$ cat src/rtl/rv32_pkg.sv
// Shared RV32 definitions for the load/writeback stage:
// load funct3 encodings, stage states and datapath defaults.
package rv32_pkg;

    localparam int DEF_XLEN    = 32;
    localparam int DEF_RADDR_W = 5;

    localparam logic [2:0] F3_LB  = 3'b000;
    localparam logic [2:0] F3_LH  = 3'b001;
    localparam logic [2:0] F3_LW  = 3'b010;
    localparam logic [2:0] F3_LBU = 3'b100;
    localparam logic [2:0] F3_LHU = 3'b101;

    typedef enum logic {
        IDLE,
        REQ
    } lwb_state_e;

endpackage

$ cat src/rtl/load_writeback_if.sv
// Execute-to-writeback handshake plus the single-beat
// data-bus read channel used by loads.
interface load_writeback_if #(
    parameter int XLEN    = rv32_pkg::DEF_XLEN,
    parameter int RADDR_W = rv32_pkg::DEF_RADDR_W
) ();

    logic               in_valid;
    logic               in_ready;
    logic               in_is_load;
    logic               in_wen;
    logic [2:0]         in_funct3;
    logic [RADDR_W-1:0] in_rd;
    logic [XLEN-1:0]    in_result;

    logic               mem_req;
    logic [XLEN-1:0]    mem_addr;
    logic               mem_ack;
    logic [XLEN-1:0]    mem_rdata;

    modport slave (
        input  in_valid, in_is_load, in_wen,
        input  in_funct3, in_rd, in_result,
        input  mem_ack, mem_rdata,
        output in_ready, mem_req, mem_addr
    );

    modport master (
        output in_valid, in_is_load, in_wen,
        output in_funct3, in_rd, in_result,
        output mem_ack, mem_rdata,
        input  in_ready, mem_req, mem_addr
    );

endinterface

$ cat src/rtl/load_writeback_align.sv
// Load data alignment/extension and legality check for
// a word read at byte offset off_i.
module load_align
    import rv32_pkg::*;
#(
    parameter int XLEN = DEF_XLEN
) (
    input  logic [2:0]      funct3_i,
    input  logic [1:0]      off_i,
    input  logic [XLEN-1:0] rdata_i,
    output logic [XLEN-1:0] data_o,
    output logic            illegal_o
);

    logic [XLEN-1:0] sh;

    // legal halves have off[0]=0, so a byte shift covers them too
    assign sh = rdata_i >> {off_i, 3'b000};

    always_comb begin
        data_o    = '0;
        illegal_o = 1'b0;
        unique case (1'b1)
            funct3_i == F3_LB:
                data_o = {{(XLEN-8){sh[7]}}, sh[7:0]};
            funct3_i == F3_LBU:
                data_o = {{(XLEN-8){1'b0}}, sh[7:0]};
            funct3_i == F3_LH: begin
                data_o    = {{(XLEN-16){sh[15]}}, sh[15:0]};
                illegal_o = off_i[0];
            end
            funct3_i == F3_LHU: begin
                data_o    = {{(XLEN-16){1'b0}}, sh[15:0]};
                illegal_o = off_i[0];
            end
            funct3_i == F3_LW: begin
                data_o    = sh;
                illegal_o = |off_i;
            end
            default:
                illegal_o = 1'b1;
        endcase
    end

endmodule

$ cat src/rtl/load_writeback.sv
// Memory/writeback stage: ALU results go straight to the
// register file, loads do one bus read then align/extend.
module load_writeback
    import rv32_pkg::*;
#(
    parameter int XLEN    = DEF_XLEN,
    parameter int RADDR_W = DEF_RADDR_W
) (
    input  logic               CLK,
    input  logic               RST_N,
    load_writeback_if.slave    bus,
    output logic               WRITE,
    output logic [RADDR_W-1:0] inaddr_w,
    output logic [XLEN-1:0]    indata_w,
    output logic               fault,
    output logic               busy
);

    lwb_state_e         state_q;
    logic               write_q;
    logic [RADDR_W-1:0] waddr_q;
    logic [XLEN-1:0]    wdata_q;
    logic               req_q;
    logic [XLEN-1:0]    maddr_q;
    logic               fault_q;
    logic               busy_q;
    logic [RADDR_W-1:0] rd_q;
    logic               wen_q;
    logic [2:0]         f3_q;
    logic [1:0]         off_q;

    logic               in_req;
    logic [2:0]         al_f3;
    logic [1:0]         al_off;
    logic [XLEN-1:0]    al_data;
    logic               al_illegal;

    // one aligner: checks the incoming load in IDLE,
    // extends the returned data while in REQ
    assign in_req = (state_q == REQ);
    assign al_f3  = in_req ? f3_q  : bus.in_funct3;
    assign al_off = in_req ? off_q : bus.in_result[1:0];

    load_align #(
        .XLEN(XLEN)
    ) u_align (
        .funct3_i (al_f3),
        .off_i    (al_off),
        .rdata_i  (bus.mem_rdata),
        .data_o   (al_data),
        .illegal_o(al_illegal)
    );

    always_ff @(posedge CLK or negedge RST_N) begin
        if (!RST_N) begin
            state_q <= IDLE;
            write_q <= 1'b0;
            waddr_q <= '0;
            wdata_q <= '0;
            req_q   <= 1'b0;
            maddr_q <= '0;
            fault_q <= 1'b0;
            busy_q  <= 1'b0;
            rd_q    <= '0;
            wen_q   <= 1'b0;
            f3_q    <= '0;
            off_q   <= '0;
        end else begin
            write_q <= 1'b0;
            fault_q <= 1'b0;
            unique case (state_q)
                IDLE: begin
                    if (bus.in_valid) begin
                        if (!bus.in_is_load) begin
                            write_q <= bus.in_wen
                                && (bus.in_rd != '0);
                            waddr_q <= bus.in_rd;
                            wdata_q <= bus.in_result;
                        end else if (al_illegal) begin
                            fault_q <= 1'b1;
                        end else begin
                            rd_q    <= bus.in_rd;
                            wen_q   <= bus.in_wen;
                            f3_q    <= bus.in_funct3;
                            off_q   <= bus.in_result[1:0];
                            req_q   <= 1'b1;
                            maddr_q <= {bus.in_result[XLEN-1:2],
                                        2'b00};
                            busy_q  <= 1'b1;
                            state_q <= REQ;
                        end
                    end
                end
                REQ: begin
                    if (bus.mem_ack) begin
                        req_q   <= 1'b0;
                        busy_q  <= 1'b0;
                        state_q <= IDLE;
                        write_q <= wen_q && (rd_q != '0);
                        waddr_q <= rd_q;
                        wdata_q <= al_data;
                    end
                end
                default: state_q <= IDLE;
            endcase
        end
    end

    assign bus.in_ready = (state_q == IDLE);
    assign bus.mem_req  = req_q;
    assign bus.mem_addr = maddr_q;
    assign WRITE        = write_q;
    assign inaddr_w     = waddr_q;
    assign indata_w     = wdata_q;
    assign fault        = fault_q;
    assign busy         = busy_q;

endmodule

$ cat src/flat_wrapper.sv
// flat-port wrapper written by rule: the top's interface ports become plain ports
module load_writeback_flat import rv32_pkg::*;
#(
    parameter int XLEN    = DEF_XLEN,
    parameter int RADDR_W = DEF_RADDR_W
)
  (CLK, RST_N, WRITE, inaddr_w, indata_w, fault, busy, bus_in_valid, bus_in_is_load, bus_in_wen, bus_in_funct3, bus_in_rd, bus_in_result, bus_mem_ack, bus_mem_rdata, bus_in_ready, bus_mem_req, bus_mem_addr);
  load_writeback_if #(.XLEN(XLEN), .RADDR_W(RADDR_W)) bus_i ();
  input  logic CLK;
  input  logic RST_N;
  output logic WRITE;
  output logic [RADDR_W-1:0] inaddr_w;
  output logic [XLEN-1:0] indata_w;
  output logic fault;
  output logic busy;
  input wire logic [$bits(bus_i.in_valid)-1:0] bus_in_valid;
  input wire logic [$bits(bus_i.in_is_load)-1:0] bus_in_is_load;
  input wire logic [$bits(bus_i.in_wen)-1:0] bus_in_wen;
  input wire logic [$bits(bus_i.in_funct3)-1:0] bus_in_funct3;
  input wire logic [$bits(bus_i.in_rd)-1:0] bus_in_rd;
  input wire logic [$bits(bus_i.in_result)-1:0] bus_in_result;
  input wire logic [$bits(bus_i.mem_ack)-1:0] bus_mem_ack;
  input wire logic [$bits(bus_i.mem_rdata)-1:0] bus_mem_rdata;
  output wire logic [$bits(bus_i.in_ready)-1:0] bus_in_ready;
  output wire logic [$bits(bus_i.mem_req)-1:0] bus_mem_req;
  output wire logic [$bits(bus_i.mem_addr)-1:0] bus_mem_addr;
  assign bus_i.in_valid = bus_in_valid;
  assign bus_i.in_is_load = bus_in_is_load;
  assign bus_i.in_wen = bus_in_wen;
  assign bus_i.in_funct3 = bus_in_funct3;
  assign bus_i.in_rd = bus_in_rd;
  assign bus_i.in_result = bus_in_result;
  assign bus_i.mem_ack = bus_mem_ack;
  assign bus_i.mem_rdata = bus_mem_rdata;
  assign bus_in_ready = bus_i.in_ready;
  assign bus_mem_req = bus_i.mem_req;
  assign bus_mem_addr = bus_i.mem_addr;
  load_writeback #(.XLEN(XLEN), .RADDR_W(RADDR_W)) u_core (.CLK(CLK), .RST_N(RST_N), .bus(bus_i), .WRITE(WRITE), .inaddr_w(inaddr_w), .indata_w(indata_w), .fault(fault), .busy(busy));
endmodule
$ cat config.mk
export PLATFORM = sky130hd
export DESIGN_NAME = load_writeback_flat
export DESIGN_NICKNAME = d
export VERILOG_FILES = /design/src/rtl/rv32_pkg.sv /design/src/rtl/load_writeback_if.sv /design/src/rtl/load_writeback_align.sv /design/src/rtl/load_writeback.sv /design/src/flat_wrapper.sv
export SDC_FILE = /design/constraint.sdc
export NUM_CORES = 1
export LEC_CHECK = 0
export ABC_AREA = 1
export BUFFER_PORTS_ARGS = -buffer_cell sky130_fd_sc_hd__buf_2
export CORE_UTILIZATION = 55
export CTS_BUF_LIST = sky130_fd_sc_hd__clkbuf_2
export CTS_CLUSTER_SIZE = 16
export DETAILED_ROUTE_END_ITERATION = 10
export GPL_ROUTABILITY_DRIVEN = 0
export PLACE_DENSITY = 0.94
export SYNTH_ARGS = -nofsm -noshare
export SYNTH_HDL_FRONTEND = slang
export SYNTH_HIERARCHICAL = 1
export SYNTH_SLANG_ARGS = --single-unit
export TNS_END_PERCENT = 20
$ cat constraint.sdc
create_clock -name CLK -period 4.9 [get_ports CLK]
set_clock_uncertainty 0.05 [all_clocks]
set_input_delay 0.49 -clock CLK [delete_from_list [all_inputs] [get_ports CLK]]
set_output_delay 0.49 -clock CLK [all_outputs]
set_load 0.02 [all_outputs]
# Word level (Yosys, flattened, before mapping)
# Index checks and enable logic that the tools add are counted.
[totals]
romBits = 0
ram_bits = 0
latchBits = 0
word_cells = 64
memories = 0
register_bits = 82
output_inout_bits = 74
[op_classes]
n_shift = 1
addsub = 0
muxes = 30
bitwise = 2
multipliers = 0
magnitude_cmp = 0
div_mod_pow = 0
n_reduce_logical = 11
n_eq_ne = 9
[op_table]
columns = ["op", "count"]
rows = [
  ["$pmux 32 s5", 1],
  ["$mux 32", 3],
  ["$pmux 32 s2", 1],
  ["$shr 32x5->32", 1],
  ["$mux 1", 15],
  ["$mux 5", 3],
  ["$ne 2x2->1 const B", 5],
  ["$pmux 5 s2", 1],
  ["$reduce_bool 5->1", 2],
  ["$reduce_and 4->1", 2],
  ["$eq 3x3->1 const B", 2],
  ["$pmux 1 s2", 3],
  ["$reduce_or 2->1", 3],
  ["$eq 3x1->1 const B", 1],
  ["$eq 3x2->1 const B", 1],
  ["$logic_not 3->1", 1],
  ["$mux 3", 1],
  ["$pmux 1 s3", 1],
  ["$reduce_and 3->1", 1],
  ["$logic_and 1x1->1", 2],
  ["$mux 2", 1],
  ["$not 1->1", 2],
]

# Logic depth before layout (Yosys ltp)
# Gate-level depths: netlist of the first run.
[depth]
ltp_word = 8
mapped_depth = 16
mapped_depth_nobuf = 13

# Cells and area by module
# The synthesis of the first run kept the hierarchy.
[by_module_without_submodules]
columns = ["mod", "area_each_um2", "n_inst", "cells_per_inst", "seq_area_each_um2"]
rows = [
  ["load_writeback", 3806.2, 1, 499, 2052.0],
  ["load_align", 862.1, 1, 194, 0.0],
]

# Worst setup path after synthesis of the first run
# Ideal clock, no wire load.
[synth_timing]
path_type = "flip-flop to flip-flop"
start = "reg u_core.state_q, in the netlist u_core/in_req"
end = "reg u_core.maddr_q[30], in the netlist u_core/bus.mem_addr[30]"
period_less_slack_ps = 2358
required_ps = 4719
path_slack_ps = 2542
setup_ps = 131
arrival_time_ps = 2177
stages_incl_launch_ff = 15
path_cell_list = "dfrtp_1 > buf_2 > buf_4 > o21ai_0 > nor2_1 > nand2_1 > nand2_1 > nand2_1 > o211ai_1 > nor2_1 > nand3_1 > buf_4 > buf_2 > nand2_1 > o21ai_0"
[synth_via]
elab_chain_cells = 6
elab_cells_between_ends = 14
classes_between = "eq/ne (4); mux (3); bitwise (2); reduce/logical (5)"
[synth_lines]
columns = ["element", "line_no", "source"]
rows = [
  ["from (decl)", "load_writeback.sv:19", "lwb_state_e state_q;"],
  ["from (signal assigned)", "load_writeback.sv:56", "state_q <= IDLE;"],
  ["from (signal assigned)", "load_writeback.sv:90", "state_q <= REQ;"],
  ["from (signal assigned)", "load_writeback.sv:98", "state_q <= IDLE;"],
  ["$mux 3 (*)", "load_writeback.sv:41", "assign al_f3 = in_req ? f3_q : bus.in_funct3;"],
  ["net u_core.al_f3[2]", "load_writeback.sv:33", "logic [2:0] al_f3;"],
  ["$eq 3x1->1 (tied with other cells)", "load_writeback_align.sv:28", "funct3_i == F3_LH: begin"],
  ["$reduce_or 2->1 (no source line)", "-", ""],
  ["$pmux 1 s3 (*)", "load_writeback_align.sv:23", "unique case (1'b1)"],
  ["net u_core.al_illegal", "load_writeback.sv:36", "logic al_illegal;"],
  ["$not 1->1 (no source line) (*)", "-", ""],
  ["$reduce_and 4->1 (no source line) (*)", "-", ""],
  ["to (signal assigned)", "load_writeback.sv:87", "maddr_q <= {bus.in_result[XLEN-1:2],"],
  ["to (decl)", "load_writeback.sv:24", "logic [XLEN-1:0] maddr_q;"],
]
# The timed path passes the listed nets; every way through them passes the cells marked *.
# A chain may end at the register's enable or synchronous reset.

# Worst setup path in the final report of the first run
[layout_timing]
start = "reg u_core.state_q, in the netlist u_core/in_req"
end = "reg u_core.maddr_q[22], in the netlist u_core/bus.mem_addr[22]"
[layout_via]
elab_cells_between_ends = 14
classes_between = "eq/ne (4); mux (3); bitwise (2); reduce/logical (5)"
[layout_lines]
columns = ["element", "line_no", "source"]
rows = [
  ["$mux 2", "load_writeback.sv:42", "assign al_off = in_req ? off_q : bus.in_result[1:0];"],
  ["net u_core.al_off[1]", "load_writeback.sv:34", "logic [1:0] al_off;"],
  ["$reduce_or 2->1", "load_writeback_align.sv:38", "illegal_o = |off_i;"],
  ["$pmux 1 s3", "load_writeback_align.sv:23", ""],
  ["net u_core.al_illegal", "load_writeback.sv:36", ""],
  ["$not 1->1 (no source line)", "-", ""],
  ["$reduce_and 4->1 (no source line)", "-", ""],
]
# The timed path passes the listed nets, and every way through them passes these cells.

==> results_dict.tcl, run 1 <==
set metrics [dict create \
    portBuffers 149 \
    nFillCells 755 \
    layout-drive-gt1-share_pct 21.8 \
    hold_violations 0 \
    clk_latency_ps 520 \
    grt-ovfl-total 0 \
    rsz0062_at_grt "no" \
    cts_resized 0 \
    syn-cell-area_mm2 0.00467 \
    worstPathRequired_ps 5300 \
    cts.clk_slew.worst_paths_ps 220 \
    drc_errors 0 \
    fin_crit_sh_pct 67.3 \
    finalMaxSlewViolations 0 \
    totalWireLength_mm 12.3 \
    clock_path_buffers 2 \
    antenna_found_initial 0 \
    ys_seq_elements 82 \
    fin_area_mm2 0.00542 \
    cts_root_buf "clkbuf_2" \
    dpl_cell_area_mm2 0.00532 \
    ys.warnings.count 6 \
    end_kind "flop" \
    dp_hpwl_mm 8.80 \
    fmax_mhz 303 \
    wl_per_cell_um 13.3 \
    drt_pass1_iterations 6 \
    slew-limit-headroom_pct 33.7 \
    multi_input_area_mm2 0.00214 \
    top_usage_layer "met2" \
    powerDensity_mw_per_mm2 573 \
    cts_inserted_buffers 9 \
    placeableCoreArea_mm2 0.00822 \
    initial_core_util_pct 56.8 \
    syn_area_per_cell_um2 6.74 \
    vias 4819 \
    setup_viol 0 \
    first_iter_violations 428 \
    grt_use_met1_pct 38.4 \
    dieArea_mm2 0.00886 \
    track_usage_pct 28.7 \
    ir_worst_vdd_mv 0.301 \
    ff2ff_path_depth 10 \
    final_common_cell "nand2_1" \
    cts_hold_buf 0 \
    outcome "complete, no violations" \
    r2r_end "u_core/bus.mem_addr[22]" \
    max-cap-violations 0 \
    start_kind "flop" \
    cts.sinks 82 \
    synth_cell_type_count 22 \
    final_cells 921 \
    regArea_mm2 0.00205 \
    use_met2_pct 47.8 \
    finalNetCount 891 \
    drt-vias-per-instance 5.23 \
    r2r-start "u_core/in_req" \
    path_max_fanout 55 \
    hp-class "in -> async" \
    worst_pin_slew_ps 994 \
    ff2ff_setup_slack_ps 1600 \
    fin_crit_ps 3300 \
    p_leak_nw 3.36 \
    worstSetupPathType "reg -> reg" \
    grt_start_max_net_pins 83 \
    chipWidth_um 94.1 \
    grt_pass1_wl_mm 19.9 \
    ant_nets 0 \
    ys_seq_area_share_pct 44.0 \
    ios 152 \
    met3_usage_pct 4.85 \
    num_rows 33 \
    die_h_um 94.1 \
    area_growth_pct 16.0 \
    h-tree-depth 3 \
    cts_tree "done" \
    dp.cells 907 \
    post-cts-setup-buffers 0 \
    critPathArrivalTime_ps 3700 \
    grt_pass1_vias 4282 \
    layout_common_cells "nand2_1 (337), buf_2 (148), dfrtp_1 (82)" \
    diodes 0 \
    p_total_mw 3.10 \
    finalSetupTns_ps 0 \
    synthCells 693 \
]
cell usage after synthesis:
| master | number | area (µm²) |
|---|---|---|
| nand2_1 | 337 | 1260 |
| dfrtp_1 | 82 | 2050 |
| nand3_1 | 68 | 340 |
| inv_1 | 56 | 210 |
| o21ai_0 | 31 | 155 |
| nor2_1 | 30 | 113 |
| o21ai_1 | 23 | 115 |
| buf_2 | 20 | 100 |
| buf_4 | 13 | 97.6 |
| clkbuf_1 | 8 | 30.0 |
| o211ai_1 | 4 | 30.0 |
| buf_6 | 3 | 33.8 |
| inv_2 | 3 | 11.3 |
| nand3_2 | 3 | 30.0 |
| a21oi_1 | 2 | 10.0 |
| nand2_2 | 2 | 12.5 |
| nor2_4 | 2 | 22.5 |
| nor3_1 | 2 | 10.0 |
| conb_1 | 1 | 3.75 |
| nand2_4 | 1 | 11.3 |
| nand3b_1 | 1 | 7.51 |
| nor3b_1 | 1 | 7.51 |
power breakdown:
group          total, mW  switching, mW  internal, mW
registers           1.16          0.175         0.987
clock network      0.338          0.222         0.116
logic               1.60           1.09         0.508
metal layers:
layer  vias to the layer above  routed length [µm]
met4                         0                 163
met3                        19                 918
met1                      2208                5320
met5                         -                   0
li1                       2369                   -
met2                       223                5860
state kept, by name (all words and copies together) (netlist names), 2 cells and up:
register             cells
u_core/bus.mem_addr     30
u_core/f3_q              3
u_core/inaddr_w          5
u_core/indata_w         32
u_core/off_q             2
u_core/rd_q              5
worst max path at each step:
| stage | depth (start not counted) | slack (ps) | end | start |
|---|---|---|---|---|
| finish | 10 | 1600 | u_core/bus.mem_addr[22] | u_core/in_req |
| global route | 10 | 1270 | u_core/bus.mem_addr[22] | u_core/in_req |
| CTS | 10 | 1650 | u_core/bus.mem_addr[19] | u_core/in_req |
| floorplan | 14 | 2540 | u_core/bus.mem_addr[30] | u_core/in_req |
| detailed placement | 9 | 1680 | u_core/rd_q[0] | u_core/in_req |
| global placement | 9 | 1710 | u_core/rd_q[0] | u_core/in_req |
cell families (layout without fill, tap and decap cells):
family / count (synthesis) / count (layout) / share of synthesized area [%]
flops: 82 / 82 / 44.0
buf+inv: 103 / 225 / 10.3
compound gates: 60 / 60 / 6.65
simple gates: 447 / 447 / 39.0
other cells: 1 / 2 / 0.0803
through the flow:
| step | utilization (%) | setup slack, ps | hold slack, ps |
|---|---|---|---|
| finish | 65.9 | 1600 | 29.7 |
| global placement | 64.7 | 1710 | 410 |
| global route | 65.9 | 1270 | 66.6 |
| detailed placement | 64.7 | 1680 | 410 |
| CTS | 65.9 | 1650 | 64.2 |
| floorplan | - | 2540 | 144 |
final cells by class:
type | instances | area share (%)
multi-input combinational | 509 | 39.6
tap | 105 | 2.43
sequential | 82 | 37.9
timing repair buffer | 152 | 14.2
inverter | 59 | 4.09
clock inverter | 3 | 0.786
clock buffer | 11 | 1.02
critical path: stages (launching register included):
cell and delay [ps]:
dfrtp_1 400, buf_4 400, nand2_1 90, nand2_1 460, inv_2 280, o211ai_1 320, nor2_1 90, nand3_2 360
buf_4 520, nand2_1 110, o21ai_1 100
Power figures use the tool's default switching activity.
==> run 2, diff against run 1 <==
--- a/config.mk
+++ b/config.mk
@@ -7,12 +7,12 @@
 export LEC_CHECK = 0
 export ABC_AREA = 1
 export BUFFER_PORTS_ARGS = -buffer_cell sky130_fd_sc_hd__buf_2
-export CORE_UTILIZATION = 55
+export CORE_UTILIZATION = 53
 export CTS_BUF_LIST = sky130_fd_sc_hd__clkbuf_2
 export CTS_CLUSTER_SIZE = 16
 export DETAILED_ROUTE_END_ITERATION = 10
 export GPL_ROUTABILITY_DRIVEN = 0
-export PLACE_DENSITY = 0.94
+export PLACE_DENSITY = 0.91
 export SYNTH_ARGS = -nofsm -noshare
 export SYNTH_HDL_FRONTEND = slang
 export SYNTH_HIERARCHICAL = 1
==> constraint.sdc (replaced) <==
create_clock -name CLK -period 3.1 [get_ports CLK]
set_clock_uncertainty 0.05 [all_clocks]
set_input_delay 0.31 -clock CLK [delete_from_list [all_inputs] [get_ports CLK]]
set_output_delay 0.31 -clock CLK [all_outputs]
set_load 0.02 [all_outputs]
==> results_dict.tcl, run 2 (synthesized netlist as in run 1, its figures left out) <==
set metrics [dict create \
    slew-limit-headroom_pct 32.4 \
    ff2ff_setup_slack_ps 420 \
    fin_crit_ps 2680 \
    grt_pass1_wl_mm 21.3 \
    largest_reg_flops 32 \
    layout_common_cells "nand2_1 (337), buf_2 (148), dfrtp_1 (82)" \
    finalNetCount 936 \
    ant_nets 0 \
    diodes 0 \
    totalWireLength_mm 13.5 \
    powerDensity_mw_per_mm2 867 \
    worstSetupPathType "reg -> reg" \
    min_delay_path_depth 3 \
    worstPathRequired_ps 3500 \
    initial_core_util_pct 55.7 \
    p_total_mw 5.10 \
    finalSetupTns_ps 0 \
    outcome "complete, no violations" \
    clock_path_buffers 2 \
    finalMaxSlewViolations 0 \
    cts_inserted_buffers 9 \
    cts_resized 0 \
    top_usage_layer "met2" \
    die_h_um 95.9 \
    path_max_fanout 24 \
    h-tree-depth 3 \
    dp_hpwl_mm 8.92 \
    drc_errors 0 \
    track_usage_pct 30.0 \
    rsz0062_at_grt "no" \
    min_to "u_core/bus.mem_addr[31]" \
    layout-drive-gt1-share_pct 21.1 \
    chipWidth_um 95.9 \
    ir_worst_vdd_mv 0.511 \
    use_met2_pct 49.4 \
    fmax_mhz 373 \
    portBuffers 149 \
    grt_pass1_vias 4595 \
    hold_start "bus_in_result[31]" \
    dieArea_mm2 0.00919 \
    drt_pass1_iterations 5 \
    met3_usage_pct 3.87 \
    start_kind "flop" \
    p_leak_nw 3.57 \
    clk_latency_ps 500 \
    grt_start_max_net_pins 83 \
    hold_violations 0 \
    cts.sinks 82 \
    cts.clk_slew.worst_paths_ps 200 \
    max-cap-violations 0 \
    r2r_end "u_core/indata_w[15]" \
    grt_use_met1_pct 40.0 \
    placeableCoreArea_mm2 0.00838 \
    post-cts-setup-buffers 0 \
    r2r-start "u_core/in_req" \
    drt-vias-per-instance 5.22 \
    cts_root_buf "clkbuf_2" \
    wl_per_cell_um 13.9 \
    nFillCells 739 \
    worst_pin_slew_ps 1010 \
    vias 5046 \
    final_cells 967 \
    first_iter_violations 418 \
    antenna_found_initial 0 \
    critPathArrivalTime_ps 3080 \
    end_kind "flop" \
    fin_crit_sh_pct 86.4 \
    final_common_cell "nand2_1" \
    num_rows 33 \
    cts_tree "done" \
    ios 152 \
    grt-ovfl-total 0 \
    dp.cells 912 \
    ff2ff_path_depth 11 \
    setup_viol 0 \
    hp-class "in -> reg" \
    area_growth_pct 25.9 \
]
==> run 2: cell types whose count changed in the layout (fill, tap and decap cells not counted), sizes merged <==
cell         before  now
buf             152  157
bufinv            1    2
clkinv            1    2
clkinvlp          1    0
dlygate4sd3       0   40
==> run 2: power by group <==
group / leakage, nW / internal (mW) / switching (mW) / total (mW)
Clock: 0.0771 / 0.265 / 0.351 / 0.616
Sequential: 1.02 / 1.56 / 0.301 / 1.86
Combinational: 2.47 / 0.855 / 1.76 / 2.62
Total: 3.57 / 2.68 / 2.42 / 5.10
==> run 2: worst max-delay path by stage <==
stage	start	to	slack, ps	cells after the start
after floorplan	u_core/in_req	u_core/bus.mem_addr[30]	740	14
after global placement	u_core/in_req	u_core/bus.mem_addr[9]	610	10
after detailed placement	u_core/in_req	u_core/bus.mem_addr[9]	490	10
after CTS	u_core/in_req	u_core/bus.mem_addr[9]	480	10
after global routing	u_core/in_req	u_core/indata_w[19]	120	11
final	u_core/in_req	u_core/indata_w[15]	420	11
==> run 2: per-stage QoR <==
stage | instance area, µm² | utilization [%] | worst slack, ps | hold slack (ps)
global route | 5880 | 70.1 | 116 | 2.81
finish | 5880 | 70.1 | 421 | 34.0
floorplan | 4670 | - | 742 | -35.6
detailed placement | 5360 | 63.9 | 493 | 410
global placement | 5360 | 63.9 | 612 | 408
CTS | 5870 | 70.0 | 481 | 0.582
==> run 2: cell type report <==
| type | instances | area (µm²) | area share, % |
|---|---|---|---|
| clock buffers | 11 | 55.1 | 0.937 |
| clock inverters | 4 | 67.6 | 1.15 |
| inverters | 59 | 221 | 3.77 |
| multi-input cells | 509 | 2140 | 36.4 |
| flip-flops and latches | 82 | 2050 | 34.9 |
| well taps | 105 | 131 | 2.23 |
| repair buffers | 197 | 1210 | 20.6 |
==> run 2: critical path, stage by stage (launching register included) <==
cell and delay [ps]:
dfrtp_1 680, buf_4 300, nand2_1 70, nand2_1 200, inv_2 190, nand3_1 160
nand3_2 380, nand2_1 190, nand2_1 110, nand2_1 90, nand3_1 80, nand2_1 110
==> run 2: timing repair <==
item / in CTS / in global routing
hold buffers: 39 / 1
hold endpoints to repair: 120 / 1
endpoints found under the setup margin: 0 / 0
==> run 2: routing by layer <==
| metal | wire (µm) | vias to the layer above |
|---|---|---|
| li1 | - | 2471 |
| met5 | 0 | - |
| met4 | 402 | 0 |
| met2 | 6380 | 261 |
| met3 | 1000 | 43 |
| met1 | 5680 | 2271 |
==> run 3, diff against run 2 <==
--- a/config.mk
+++ b/config.mk
@@ -13,6 +13,7 @@
 export DETAILED_ROUTE_END_ITERATION = 10
 export GPL_ROUTABILITY_DRIVEN = 0
 export PLACE_DENSITY = 0.91
+export RECOVER_POWER = 100
 export SYNTH_ARGS = -nofsm -noshare
 export SYNTH_HDL_FRONTEND = slang
 export SYNTH_HIERARCHICAL = 1
==> results_dict.tcl, run 3 (synthesized netlist as in run 1, its figures left out) <==
set metrics [dict create \
    finalSetupTns_ps 0 \
    area_growth_pct 23.8 \
    start_kind "flop" \
    layout-drive-gt1-share_pct 12.6 \
    multi_input_area_mm2 0.00214 \
    track_usage_pct 30.0 \
    max-cap-violations 1 \
    largest_reg_flops 32 \
    ff2ff_path_depth 6 \
    slew-limit-headroom_pct -33.2 \
    final_common_cell "nand2_1" \
    end_kind "flop" \
    ios 152 \
    critPathArrivalTime_ps 3110 \
    worstSetupPathType "reg -> reg" \
    worst_pin_slew_ps 2000 \
    diodes 0 \
    layout_common_cells "nand2_1 (337), dfrtp_1 (82), buf_2 (76)" \
    min_to "u_core/bus.mem_addr[31]" \
    cts_root_buf "clkbuf_2" \
    drt_pass1_iterations 5 \
    h-tree-depth 3 \
    fin_area_mm2 0.00578 \
    dpl_cell_area_mm2 0.00536 \
    grt_pass1_wl_mm 21.3 \
    initial_core_util_pct 55.7 \
    grt_pass1_vias 4595 \
    p_leak_nw 3.33 \
    grt-ovfl-total 0 \
    dp.cells 912 \
    first_iter_violations 424 \
    ant_nets 0 \
    vias 5053 \
    die_h_um 95.9 \
    ff2ff_setup_slack_ps 340 \
    fmax_mhz 362 \
    worstPathRequired_ps 3450 \
    finalNetCount 936 \
    hold_violations 0 \
    fin_crit_ps 2760 \
    nFillCells 765 \
    r2r_end "u_core/indata_w[25]" \
    totalWireLength_mm 13.4 \
    hp-class "in -> reg" \
    outcome "finished with violations" \
    fin_crit_sh_pct 89.1 \
    dieArea_mm2 0.00919 \
    path_max_fanout 41 \
    clock_path_buffers 2 \
    setup_viol 0 \
    final_util_pct 69.0 \
    regArea_mm2 0.00205 \
    cts_inserted_buffers 9 \
    dp_hpwl_mm 8.92 \
    cts_resized 0 \
    num_rows 33 \
    violations "max-capacitance violations, max-slew violations" \
    cts_tree "done" \
    drc_errors 0 \
    antenna_found_initial 0 \
    chipWidth_um 95.9 \
    rsz0062_at_grt "no" \
    cts.sinks 82 \
    drt-vias-per-instance 5.23 \
    clk_latency_ps 500 \
    placeableCoreArea_mm2 0.00838 \
    finalMaxSlewViolations 83 \
    wl_per_cell_um 13.9 \
    fin_hold_ws_ps 39.2 \
    powerDensity_mw_per_mm2 859 \
    final_cells 967 \
    r2r-start "u_core/in_req" \
    ir_worst_vdd_mv 0.494 \
    grt_start_max_net_pins 83 \
    min_delay_path_depth 3 \
    cts.clk_slew.worst_paths_ps 200 \
    portBuffers 149 \
    hold_start "bus_in_result[31]" \
]
-- run 3: critical path, stage by stage, from the launching register on --
cell	delay (ps)
dfrtp_1	660
inv_1	130
clkbuf_2	530
nand2_2	230
nand3_2	680
nand2_1	280
nand2_1	70
-- run 3: what timing repair did --
item | in CTS | in global routing
setup buffers | 0 | 0
setup endpoints to repair | 0 | 0
hold endpoints to repair | 120 | 1
hold buffers | 39 | 1
-- run 3: area by class of cell --
class | count | area share [%]
inverters | 59 | 3.83
multi-input cells | 509 | 37.1
clock buffers | 11 | 0.952
well taps | 105 | 2.27
flip-flops and latches | 82 | 35.5
repair buffers | 197 | 19.2
clock inverters | 4 | 1.17
-- run 3: how the worst max path moves through the flow --
stage	slack, ps	depth (start not counted)	end	startpoint
finish	340	6	u_core/indata_w[25]	u_core/in_req
global route	70	6	u_core/indata_w[19]	u_core/in_req
CTS	480	10	u_core/bus.mem_addr[9]	u_core/in_req
detailed placement	490	10	u_core/bus.mem_addr[9]	u_core/in_req
global placement	610	10	u_core/bus.mem_addr[9]	u_core/in_req
floorplan	740	14	u_core/bus.mem_addr[30]	u_core/in_req
-- run 3: stage by stage --
| stage | total power [mW] | worst slack [ps] |
|---|---|---|
| after floorplan | 3.65 | 742 |
| after global placement | 4.35 | 612 |
| after detailed placement | 4.42 | 493 |
| after CTS | 5.07 | 481 |
| after global routing | 5.36 | 69.8 |
| final | 4.96 | 337 |
-- run 3: layer usage --
| layer | GRT usage, % | up-vias | wire length (µm) |
|---|---|---|---|
| met5 | 0 | - | 0 |
| met4 | 12.6 | 0 | 417 |
| met3 | 3.87 | 39 | 947 |
| met2 | 49.4 | 252 | 6400 |
| met1 | 40.0 | 2293 | 5660 |
| li1 | - | 2469 | - |
-- run 3: where the power goes --
group	switching, mW	internal (mW)	total (mW)	leakage [nW]
registers	0.314	1.56	1.88	1.02
clock network	0.347	0.265	0.612	0.0771
logic	1.76	0.718	2.48	2.23
